===== config.mk =====
export PLATFORM = sky130hd
export DESIGN_NAME = pattern_recorder
export DESIGN_NICKNAME = d
export VERILOG_FILES = /design/src/rtl/pattern_recorder.sv
export SDC_FILE = /design/constraint.sdc
export NUM_CORES = 1
export LEC_CHECK = 0
export ABC_AREA = 0
export BUFFER_PORTS_ARGS = -buffer_cell sky130_fd_sc_hd__buf_2
export CORE_ASPECT_RATIO = 1.25
export CORE_MARGIN = 3
export CORE_UTILIZATION = 46
export DETAILED_ROUTE_END_ITERATION = 10
export GPL_TIMING_DRIVEN = 1
export PLACE_DENSITY = 0.69
export SYNTH_ARGS = -nofsm -noshare
export SYNTH_HDL_FRONTEND = slang
export SYNTH_SLANG_ARGS = --single-unit

===== constraint.sdc =====
create_clock -name CLK_50 -period 2.5 [get_ports CLK_50]
set_clock_uncertainty 0.2 [all_clocks]
set_input_delay 0.25 -clock CLK_50 [delete_from_list [all_inputs] [get_ports CLK_50]]
set_output_delay 0.25 -clock CLK_50 [all_outputs]
set_load 0.02 [all_outputs]

===== src/rtl/pattern_recorder.sv =====
// Records LED patterns composed with four debounced pushbuttons and commits them
// to consecutive addresses of the pattern RAM write port; clear sweeps the RAM to zero.
//
// state   | meaning
// --------+-------------------------------------------------------------
// S_IDLE  | editing; accepts cursor/toggle/commit/clear presses
// S_WRITE | single-cycle RAM write of the committed pattern
// S_CLEAR | sweeps every RAM address with zero, then resets the recorder
module pattern_recorder #(
    parameter int DATA_W = 10,
    parameter int ADDR_W = 6,
    parameter int CUR_W  = 4
) (
    input  logic              CLK_50,
    input  logic              reset_n,
    input  logic              pb_cursor,
    input  logic              pb_toggle,
    input  logic              pb_commit,
    input  logic              pb_clear,
    output logic [ADDR_W-1:0] wr_addr,
    output logic [DATA_W-1:0] wr_data,
    output logic              wr_en,
    output logic [DATA_W-1:0] edit_pattern,
    output logic [CUR_W-1:0]  cursor,
    output logic [ADDR_W:0]   length,
    output logic              full,
    output logic              busy
);

    localparam int DEPTH = 2 ** ADDR_W;

    typedef enum logic [1:0] {
        S_IDLE  = 2'd0,
        S_WRITE = 2'd1,
        S_CLEAR = 2'd2
    } state_t;

    state_t state, state_nxt;

    logic [3:0]        pb_level;
    logic [3:0]        pb_prev;
    logic [3:0]        press;
    logic              commit_go;
    logic              sweep_last;
    logic [DATA_W-1:0] toggle_mask;
    logic [CUR_W-1:0]  cursor_inc;

    // Bit order everywhere: {clear, commit, toggle, cursor}
    assign pb_level    = {pb_clear, pb_commit, pb_toggle, pb_cursor};
    assign press       = pb_prev & ~pb_level;
    assign commit_go   = press[2] & ~full;
    assign sweep_last  = (wr_addr == ADDR_W'(DEPTH - 1));
    assign toggle_mask = {{(DATA_W-1){1'b0}}, 1'b1} << cursor;
    assign cursor_inc  = (cursor == CUR_W'(DATA_W - 1)) ? '0 : cursor + CUR_W'(1);

    assign full  = (length == (ADDR_W+1)'(DEPTH));
    assign busy  = (state != S_IDLE);
    assign wr_en = (state != S_IDLE);

    always_ff @(posedge CLK_50 or negedge reset_n) begin
        if (!reset_n) begin
            state <= S_IDLE;
        end else begin
            state <= state_nxt;
        end
    end

    always_comb begin
        state_nxt = state;
        case (state)
            S_IDLE: begin
                if (press[3]) begin
                    state_nxt = S_CLEAR;
                end else if (commit_go) begin
                    state_nxt = S_WRITE;
                end
            end
            S_WRITE: state_nxt = S_IDLE;
            S_CLEAR: begin
                if (sweep_last) begin
                    state_nxt = S_IDLE;
                end
            end
            default: state_nxt = S_IDLE;
        endcase
    end

    // Presses arriving while busy still update pb_prev but are otherwise dropped.
    always_ff @(posedge CLK_50 or negedge reset_n) begin
        if (!reset_n) begin
            pb_prev      <= 4'hF;
            cursor       <= '0;
            edit_pattern <= '0;
            length       <= '0;
            wr_addr      <= '0;
            wr_data      <= '0;
        end else begin
            pb_prev <= pb_level;
            case (state)
                S_IDLE: begin
                    if (press[3]) begin
                        wr_addr <= '0;
                        wr_data <= '0;
                    end else if (commit_go) begin
                        wr_addr <= length[ADDR_W-1:0];
                        wr_data <= edit_pattern;
                    end else begin
                        if (press[1]) begin
                            edit_pattern <= edit_pattern ^ toggle_mask;
                        end
                        if (press[0]) begin
                            cursor <= cursor_inc;
                        end
                    end
                end
                S_WRITE: begin
                    length <= length + (ADDR_W+1)'(1);
                end
                S_CLEAR: begin
                    if (sweep_last) begin
                        length       <= '0;
                        cursor       <= '0;
                        edit_pattern <= '0;
                    end else begin
                        wr_addr <= wr_addr + ADDR_W'(1);
                    end
                end
                default: ;
            endcase
        end
    end

endmodule


; ---- Word level (Yosys, flattened, before mapping)
; Index checks and enable logic that the tools add are counted.
[classes]
addsub = 3
eq_ne = 12
shift = 1
muxes = 23
bitwise_logic = 5
n_reduce_logical = 11
[ops]
columns = op, count
row1 = $mux W10, 6
row2 = $mux W4, 5
row3 = $pmux W10 S2, 1
row4 = $mux W6, 3
row5 = $pmux W7 S2, 1
row6 = $ne A2 B2 Y1 const B, 6
row7 = $pmux W6 S2, 1
row8 = $reduce_and A5 Y1, 2
row9 = $shl A1 B4 Y10 const A, 1
row10 = $xor A10 B10 Y10, 1
row11 = $pmux W4 S2, 1
row12 = $reduce_bool A2 Y1, 4
row13 = $add A7 B1 Y7 const B, 1
row14 = $eq A7 B7 Y1 const B, 1
row15 = $mux W7, 1
row16 = $add A6 B1 Y6 const B, 1
row17 = $eq A6 B6 Y1 const B, 1
row18 = $mux W2, 3
row19 = $reduce_and A2 Y1, 3
row20 = $add A4 B1 Y4 const B, 1
row21 = $and A4 B4 Y4, 1
row22 = $eq A4 B4 Y1 const B, 1
row23 = $not A4 Y4, 1
row24 = $pmux W2 S2, 1
row25 = 7 further kinds, 7
[word_totals]
register_bits = 43
in_bits = 6
output_inout_bits = 40

; ---- Depth between registers and ports, before layout
; Gate-level depths: netlist of run 1.
[depth]
word_depth = 6
depth_mapped = 8
mapped_depth_nobuf = 7

; ---- Least setup slack after synthesis of run 1
; OpenSTA, ideal clock, no wires.
[synth_timing]
path_kind = register to register
start = register length[3]
end = register cursor[3]
setup_ns = 0.140
t_arrival_ns = 1.917
t_required_ns = 2.160
setup_slack_ns = 0.243
stages_incl_launch_ff = 6
path_buffers = 0
cell_sequence = dfrtp_1 > or4_4 > nor3_4 > o221a_2 > mux2i_1 > o311ai_1
[synth_via]
elab_chain_cells = 5
[synth_rtl]
columns = item, line_no
row1 = from (decl), 25  ; output logic [ADDR_W:0] length,
row2 = from (signal assigned), 117  ; length <= length + (ADDR_W+1)'(1);
row3 = $eq A7 B7 Y1, 56  ; assign full = (length == (ADDR_W+1)'(DEPTH));
row4 = $not A1 Y1, 51  ; assign commit_go = press[2] & ~full;
row5 = $and A1 B1 Y1, 51
row6 = $ne A2 B2 Y1 (no line), -
row7 = $reduce_and A5 Y1 (no line), -
row8 = to (signal assigned), 112  ; cursor <= cursor_inc;
row9 = to (decl), 24  ; output logic [CUR_W-1:0] cursor,
; No other way between the ends.
; A chain may end at the register's enable or synchronous reset.

; ---- Final worst setup path of run 1
[layout_timing]
start = register length[4]
end = register edit_pattern[5]
[layout_via]
elab_chain_cells = 5
[layout_rtl]
columns = item, line_no
row1 = $eq A7 B7 Y1, 56
row2 = $not A1 Y1, 51
row3 = $and A1 B1 Y1, 51
row4 = $ne A2 B2 Y1 (no line), -
row5 = $reduce_and A5 Y1 (no line), -
row6 = to (signal assigned), 109  ; edit_pattern <= edit_pattern ^ toggle_mask;
row7 = to (decl), 23  ; output logic [DATA_W-1:0] edit_pattern,
; No other way between the ends.

==> results.md, run 1 <==
- Post-CTS setup buffer count: 0
- Post-synthesis sequential area ratio: between 40% and 50%
- Worst Hold Class: flip-flop to flip-flop
- Hold WS: 0.295 ns
- Endpoints failing setup: 0
- WP data arrival: approximately 2.3 ns
- Number of I/O pins: 46
- Crit Path Max Fanout: 6
- Number of routed nets with antenna violations: 0
- Met3 Track Usage GR: between 4 and 5%
- Clock Path Buffers: 2
- Reg2Reg Setup Slack: 0.19 ns
- DRT iter0 DRCs: 124
- Cells after Synth: between 200 and 250
- GP Congestion: ~0.8
- Peak VDD IR: between 0.6 and 0.7 mV
- Gr usage total: about a fifth
- Total CTS buffers: 5
- Setup total negative slack: 0 ns
- Type of origin of the critical path: flip-flop
- Met2 Usage GRT: around a third
- Hpwl dp: 3.64 mm
- Drt pass-1 iters: 4
- Worst-Margin Slew: around 0.95 ns
- Setup WS pre-CTS: 0.212 ns
- Reg power frac: around 43%
- Area Overhead vs Synth: 17.8%
- Grt ovf: 0
- Int Pwr: ~1400 µW
- Slew HR: between 30% and 40%
- Filler cells: roughly 400
- Gr busiest metal: met2
- Sw Ratio: between 30 and 40%
- Ys Warns: 0
- First-pass GRT wire length: ~8.5 mm
- F_max: about 0.43 GHz
- Sw Pwr: between 900 and 1000 µW
- Synth top area cells: dfrtp_1 43%, a21oi_1 4.7%, dfstp_2 4.7%
- H-tree Lvls: 2
- Comb power frac: between 30% and 40%
- Unrepaired setup endpoints after global routing: no
- Crit path capture type: flip-flop
- Post-synth top area share: 43.2%
- Clock slew at reported path FFs: ~0.090 ns
- Ant diodes: 0
- Final hold vios: 0
- Setup CP Type: flip-flop to flip-flop
- Vias: ~1,900
- Met1 Use GR: 23.7%
- Multi-input gate area: about 1000 µm²
- PD cells: about 870 nW/µm²
- Core ar.: 4560 µm²
- Share of layout cells above drive strength 1: a little under 30%
- Area of the die: 5790 µm²
- Tmin final: approximately 2.3 ns
- Clk_lat worst skew: ~0.30 ns
- Worst Setup SP: length[4]$_DFFE_PN0P_
- Hold buffer count at cts: 5
- Setup ws final: ~0.19 ns
- Die Y: approximately 84 µm
- Commonest non-fill, non-tap cell in the layout: buf_2
- Largest net degree at the start of global routing: 43
- Seq. cell area: ~1100 µm²
- Total Power: around 2300 µW
- CTS tree: done
- Avg Cell Area, Syn: approximately 11 µm²
- Num rows: 27
- Drt wl/cell: 15.5 µm
- Initial antenna violation count: 0
- PostCTS Resize Cnt: 0
- Final Util: about 60%
- HP Start: edit_pattern[8]$_DFFE_PN0P_
- RR Startpoint: length[4]$_DFFE_PN0P_
- Cell Area, Synth: about 2300 µm²
- Top FF cell, synth: dfrtp_1
- Drt drc: 0
- Outcome: finished clean
- Synth unique cells: 56
- WP data required: 2.51 ns
- Final period utilization: just over 90%
- Vias per cell: roughly 5.7
- Layout net count: between 200 and 300
- EDFF count, synth: 0
- #FFs+latches synth: 43
- Final Max Slew Viols: 0
- Commonest non-fill, non-tap cells in the layout: 45 x buf_2, 39 x dfrtp_1, 21 x a21oi_1, 16 x o21ai_1, 14 x nand2_1
- Cell accounting for the most synthesized area: dfrtp_1
- Max-cap violation count: 0
- Vias in the first global route: 1,790
- Asr flop ratio synth: 100%
- Port buffer count: 45
- Detailed-route wire length: ~5.1 mm
- Clk sinks: 43
- Proportion of power drawn by the clock network: a little under a quarter
- Synth Net Count: approximately 230
- Die Wd: ~69 µm
- Initial Util: 49.5%
- CTS root buf: clkbuf_8
- Leakage power: around 0.0014 µW
-- registers in the layout (all words and copies together) (netlist names) --
name / cells
state: 2
wr_data: 10
wr_addr: 6
pb_prev: 4
edit_pattern: 10
length: 7
cursor: 4
-- Yosys cell counts (all sizes together) (3+ instances only) --
library cell and number:
a21oi 21, nand2b 3, nor2 13, inv 8
a22o 11, mux2i 4, dfrtp 39, o31ai 4
buf 5, nor2b 4, ha 5, clkbuf 4
o21ai 23, nand3 9, nor3 5, dfstp 4
nand2 16, nand4 4
-- stage by stage --
step,area (µm²),std cells
floorplan,2260,214
global placement,2500,314
detailed placement,2500,314
CTS,2660,327
global route,2660,327
finish,2660,327
-- cell type report --
class | instances | area share [%]
Sequential cell | 43 | 40.6
Tap cell | 58 | 2.73
Clock buffer | 5 | 2.59
Multi-Input combinational cell | 153 | 39.0
Clock inverter | 3 | 1.65
Inverter | 8 | 1.13
Timing Repair Buffer | 57 | 12.3
-- kinds of logic (layout without fill, tap and decap cells) --
logic type                 count (synthesis)  in the layout  synth area share (%)
buffers and inverters                     18             73                  6.20
DFF                                       43             43                  47.9
and+or+nand+nor                           69             69                  17.4
muxes                                      5              5                  2.27
adders and majority gates                  5              5                  2.77
xor gates and xnor gates                   2              2                 0.776
AOI/OAI and AO/OA                         72             72                  22.7
-- per-layer routing --
layer / vias up / wire [µm]
met3: 6 / 220
met5: - / 0
met1: 907 / 2220
met2: 46 / 2560
met4: 0 / 81
li1: 895 / -
-- worst paths after layout --
check / end / cells past startpoint
min in group asynchronous: wr_data[9]$_DFFE_PN0P_ / 2
max in group asynchronous: pb_prev[0]$_DFF_PN1_ / 3
max: edit_pattern[5]$_DFFE_PN0P_ / 5
max reg2reg: edit_pattern[5]$_DFFE_PN0P_ / 5
min: edit_pattern[8]$_DFFE_PN0P_ / 1
min reg2reg: edit_pattern[8]$_DFFE_PN0P_ / 1
-- power groups by stage --
stage	Clock, µW	Sequential [µW]	Combinational (µW)
6_report	542	989	788
5_1_grt	587	1010	876
4_1_cts	561	987	797
3_5_place_dp	0	998	786
3_3_place_gp	0	1000	771
2_1_floorplan	0	1090	451
-- critical path, stage by stage (launching register included) --
cell and delay (ns):
dfrtp_1 0.46, or4_4 0.59, o21ai_4 0.22, and4b_1 0.45, nand2_4 0.09, o31ai_2 0.23
No activity file was read; power rests on OpenSTA's default activity.
==> run 2, diff against run 1 <==
==> config.mk (replaced) <==
export PLATFORM = sky130hd
export DESIGN_NAME = pattern_recorder
export DESIGN_NICKNAME = d
export VERILOG_FILES = /design/src/rtl/pattern_recorder.sv
export SDC_FILE = /design/constraint.sdc
export NUM_CORES = 1
export LEC_CHECK = 0
export ABC_AREA = 1
export ABC_CLOCK_PERIOD_IN_PS = 2500
export CORE_ASPECT_RATIO = 1.25
export CORE_MARGIN = 3
export CORE_UTILIZATION = 46
export DETAILED_ROUTE_END_ITERATION = 10
export DONT_BUFFER_PORTS = 1
export GPL_TIMING_DRIVEN = 1
export SYNTH_ARGS = -nofsm -noshare
export SYNTH_HDL_FRONTEND = slang
export SYNTH_SLANG_ARGS = --single-unit
==> run 2 against run 1 <==
  * Count of clock-buffer cells in the layout is 1 higher
  * Highest routed layer unchanged
  * Wire length is 8.6% higher
  * Global-route usage is 0.36 points higher
  * Final cell count is 16% higher
  * Area after synthesis is 5.0% higher
  * Worst setup slack better by 0.27 ns
  * Maximum frequency is 13% higher
  * Sequential cell count stayed put
  * Sequential power hardly changed
  * Combinational power is 5.5% lower
  * Critical endpoint is now edit_pattern[8]$_DFFE_PN0P_
  * Sequential share of layout area is 1.0 points higher
  * Largest cell class is now multi-input gates
  * Design area is 2.4% lower
==> results.md, run 2 <==
- Outcome: finished clean
- Clock slew at reported path FFs: 0.08 ns (about the same)
- DRT iter0 DRCs: 136 (+9.7%)
- Clk sinks: 43 (unchanged)
- Initial Util: 48.7% (-0.80 points)
- Synth Net Count: 319 (+42%)
- Drt drc: 0 (unchanged)
- Unrepaired setup endpoints after global routing: no
- Endpoints failing setup: 0 (unchanged)
- Type of origin of the critical path: flip-flop
- PD cells: 853 nW/µm² (-2.1%)
- Layout net count: 331 (+19%)
- Die Wd: 70.2 µm (+2.3%)
- Top-count cell post-synth: nand2_1
- Setup total negative slack: 0 ns (unchanged)
- Share of layout cells above drive strength 1: 11.6% (-18 points)
- Gr usage total: 19.4% (+0.36 points)
- Total Power: 2220 µW (-4.5%)
- Total CTS buffers: 5 (unchanged)
- Drt wl/cell: 14.5 µm (-6.5%)
- Worst R2R Path Depth: 8 (+3)
- R2r endpoint: edit_pattern[8]$_DFFE_PN0P_
- Vias in the first global route: 1,987 (+11%)
- Largest net degree at the start of global routing: 44 (+2.3%)
- WP data required: 2.49 ns (-0.02 ns)
- Post-synth top cells: 107 x nand2_1, 40 x nand3_1, 39 x dfrtp_1
- Setup CP Type: flip-flop to flip-flop
- F_max: 0.490 GHz (+13%)
- PostCTS Resize Cnt: 0 (unchanged)
- Vias: 2,051 (+11%)
- Port buffer count: 0 (-100%)
- Max-cap violation count: 0 (unchanged)
- Synth top area cells: dfrtp_1 41%, nand2_1 17%, nand3_1 8.4%
- #FFs+latches synth: 43 (unchanged)
- WP data arrival: 2.03 ns (-0.29 ns)
- RR Startpoint: wr_addr[0]$_DFFE_PN0P_
- Leakage power: 0.00134 µW (-1.2%)
- Worst-Margin Slew: 0.442 ns (-0.513 ns)
- Number of I/O pins: 46 (unchanged)
- Initial antenna violation count: 0 (unchanged)
- CTS tree: done
- Commonest non-fill, non-tap cell in the layout: nand2_1
- Cell accounting for the most synthesized area: dfrtp_1
- Post-CTS setup buffer count: 0 (unchanged)
- Drt pass-1 iters: 4 (unchanged)
- EDFF count, synth: 0 (unchanged)
- Seq. cell area: 1080 µm² (unchanged)
- Number of routed nets with antenna violations: 0 (unchanged)
- Setup ws final: 0.460 ns (+0.268 ns)
- Hold Path Depth: 3 (+2)
- Cell Area, Synth: 2370 µm² (+5.0%)
- CTS root buf: clkbuf_8
- Setup WS pre-CTS: 0.450 ns (+0.238 ns)
- Post-synthesis sequential area ratio: 45.6% (-2.3 points)
- Avg Cell Area, Syn: 7.70 µm² (-27%)
- Final Max Slew Viols: 0 (unchanged)
- GP Congestion: 0.919 (+15%)
- Cells after Synth: 308 (+44%)
- Top FF cell, synth: dfrtp_1
- Commonest non-fill, non-tap cells in the layout: 107 x nand2_1, 40 x nand3_1, 39 x dfrtp_1, 29 x nor2_1, 21 x inv_1
- Final hold vios: 0 (unchanged)
- Detailed-route wire length: 5.52 mm (+8.6%)
- Crit Path Max Fanout: 11 (+5)
- Clk_lat worst skew: 0.29 ns (about the same)
- Clock Path Buffers: 2 (unchanged)
- Peak VDD IR: 0.444 mV (-31%)
- Die Y: 86.3 µm (+2.3%)
- Area of the die: 6060 µm² (+4.6%)
- H-tree Lvls: 2 (unchanged)
- Worst Hold Class: primary input to flip-flop
- Synth unique cells: 26 (-54%)
- Reg2Reg Setup Slack: 0.46 ns (+0.27 ns)
- Ant diodes: 0 (unchanged)
- Hpwl dp: 3.93 mm (+8.0%)
- Num rows: 28 (+3.7%)
- HP Start: pb_commit
- Ys Warns: 0 (unchanged)
- Hold endpoint: wr_data[9]$_DFFE_PN0P_
- Filler cells: 485 (+21%)
- Vias per cell: 5.40 (-4.8%)
- Grt ovf: 0 (unchanged)
- Asr flop ratio synth: 100% (unchanged)
- Area Overhead vs Synth: 9.49%
- Slew HR: 70.4% (+34 points)
- Post-synth top area share: 41.1% (-2.1 points)
- Core ar.: 4870 µm² (+6.8%)
- Final period utilization: 81.6% (-11 points)
- Top flop regs: edit_pattern x10, wr_data x10, length x7
- First-pass GRT wire length: 9.40 mm (+11%)
- Multi-input gate area: 1140 µm² (+9.8%)
- Crit path capture type: flip-flop
- Tmin final: 2.04 ns (-0.268 ns)
==> run 2: repair_timing <==
action,CTS,global route
hold buffers,6,0
setup endpoints to repair,0,0
endpoints found under the hold margin,47,0
==> run 2: worst max-delay path: stages (launching register included) <==
cell and delay (ns):
dfrtp_1 0.54, ha_1 0.26, nand2_2 0.10, nor2_4 0.16, nand3_4 0.11, nand2_2 0.23
nand3_4 0.18, nand2_1 0.09, nand2_1 0.06
==> run 2: layout make-up <==
| type | count | area share (%) |
|---|---|---|
| timing repair buffer | 10 | 4.14 |
| multi-input combinational | 232 | 43.8 |
| inverter | 28 | 4.14 |
| sequential | 43 | 41.6 |
| tap | 60 | 2.89 |
| clock inverter | 1 | 0.193 |
| clock buffer | 6 | 3.18 |
==> run 2: metal layers <==
layer	vias to the layer above	wire [µm]	GRT usage [%]	share of wire (%)
li1	1012	-	-	-
met1	969	2250	22.2	41
met2	57	2820	34.5	51
met3	13	324	4.52	5.9
met4	0	119	8.36	2.2
met5	-	0	0	0
==> run 2: worst max-delay path by stage <==
stage	start	endpoint	slack (ns)	cells after the start
2_1_floorplan	length[0]$_DFFE_PN0P_	edit_pattern[8]$_DFFE_PN0P_	0.75	11
3_3_place_gp	wr_addr[0]$_DFFE_PN0P_	edit_pattern[8]$_DFFE_PN0P_	0.49	8
3_5_place_dp	wr_addr[0]$_DFFE_PN0P_	edit_pattern[8]$_DFFE_PN0P_	0.45	8
4_1_cts	wr_addr[0]$_DFFE_PN0P_	edit_pattern[8]$_DFFE_PN0P_	0.43	8
5_1_grt	wr_addr[0]$_DFFE_PN0P_	edit_pattern[2]$_DFFE_PN0P_	0.30	8
6_report	wr_addr[0]$_DFFE_PN0P_	edit_pattern[8]$_DFFE_PN0P_	0.46	8
==> run 2: per-stage QoR <==
step | cell area [µm²] | utilization [%] | hold slack, ns | cells
floorplan | 2370 | - | -0.246 | 308
global placement | 2430 | 49.9 | -0.245 | 367
detailed placement | 2430 | 49.9 | -0.245 | 367
CTS | 2600 | 53.3 | 0.0422 | 380
global route | 2600 | 53.3 | 0.0818 | 380
finish | 2600 | 53.3 | 0.0417 | 380
==> run 2: cell families (layout without fill, tap and decap cells) <==
family                   Yosys count  in the layout  synth area share (%)
adder cells (fa/ha/maj)            5              5                  2.64
buffers and inverters             33             45                  6.43
flip-flops                        43             43                  45.6
XOR/XNOR                           4              4                  1.48
AO/OA/AOI/OAI                     25             25                  5.38
AND/OR/NAND/NOR                  198            198                  38.5
==> run 2: where the power goes <==
group	internal, µW	leakage (µW)	switching [µW]
sequential	795	0.000574	227
clock	217	0.0000470	232
combinational	233	0.000715	512
total	1240	0.00134	970
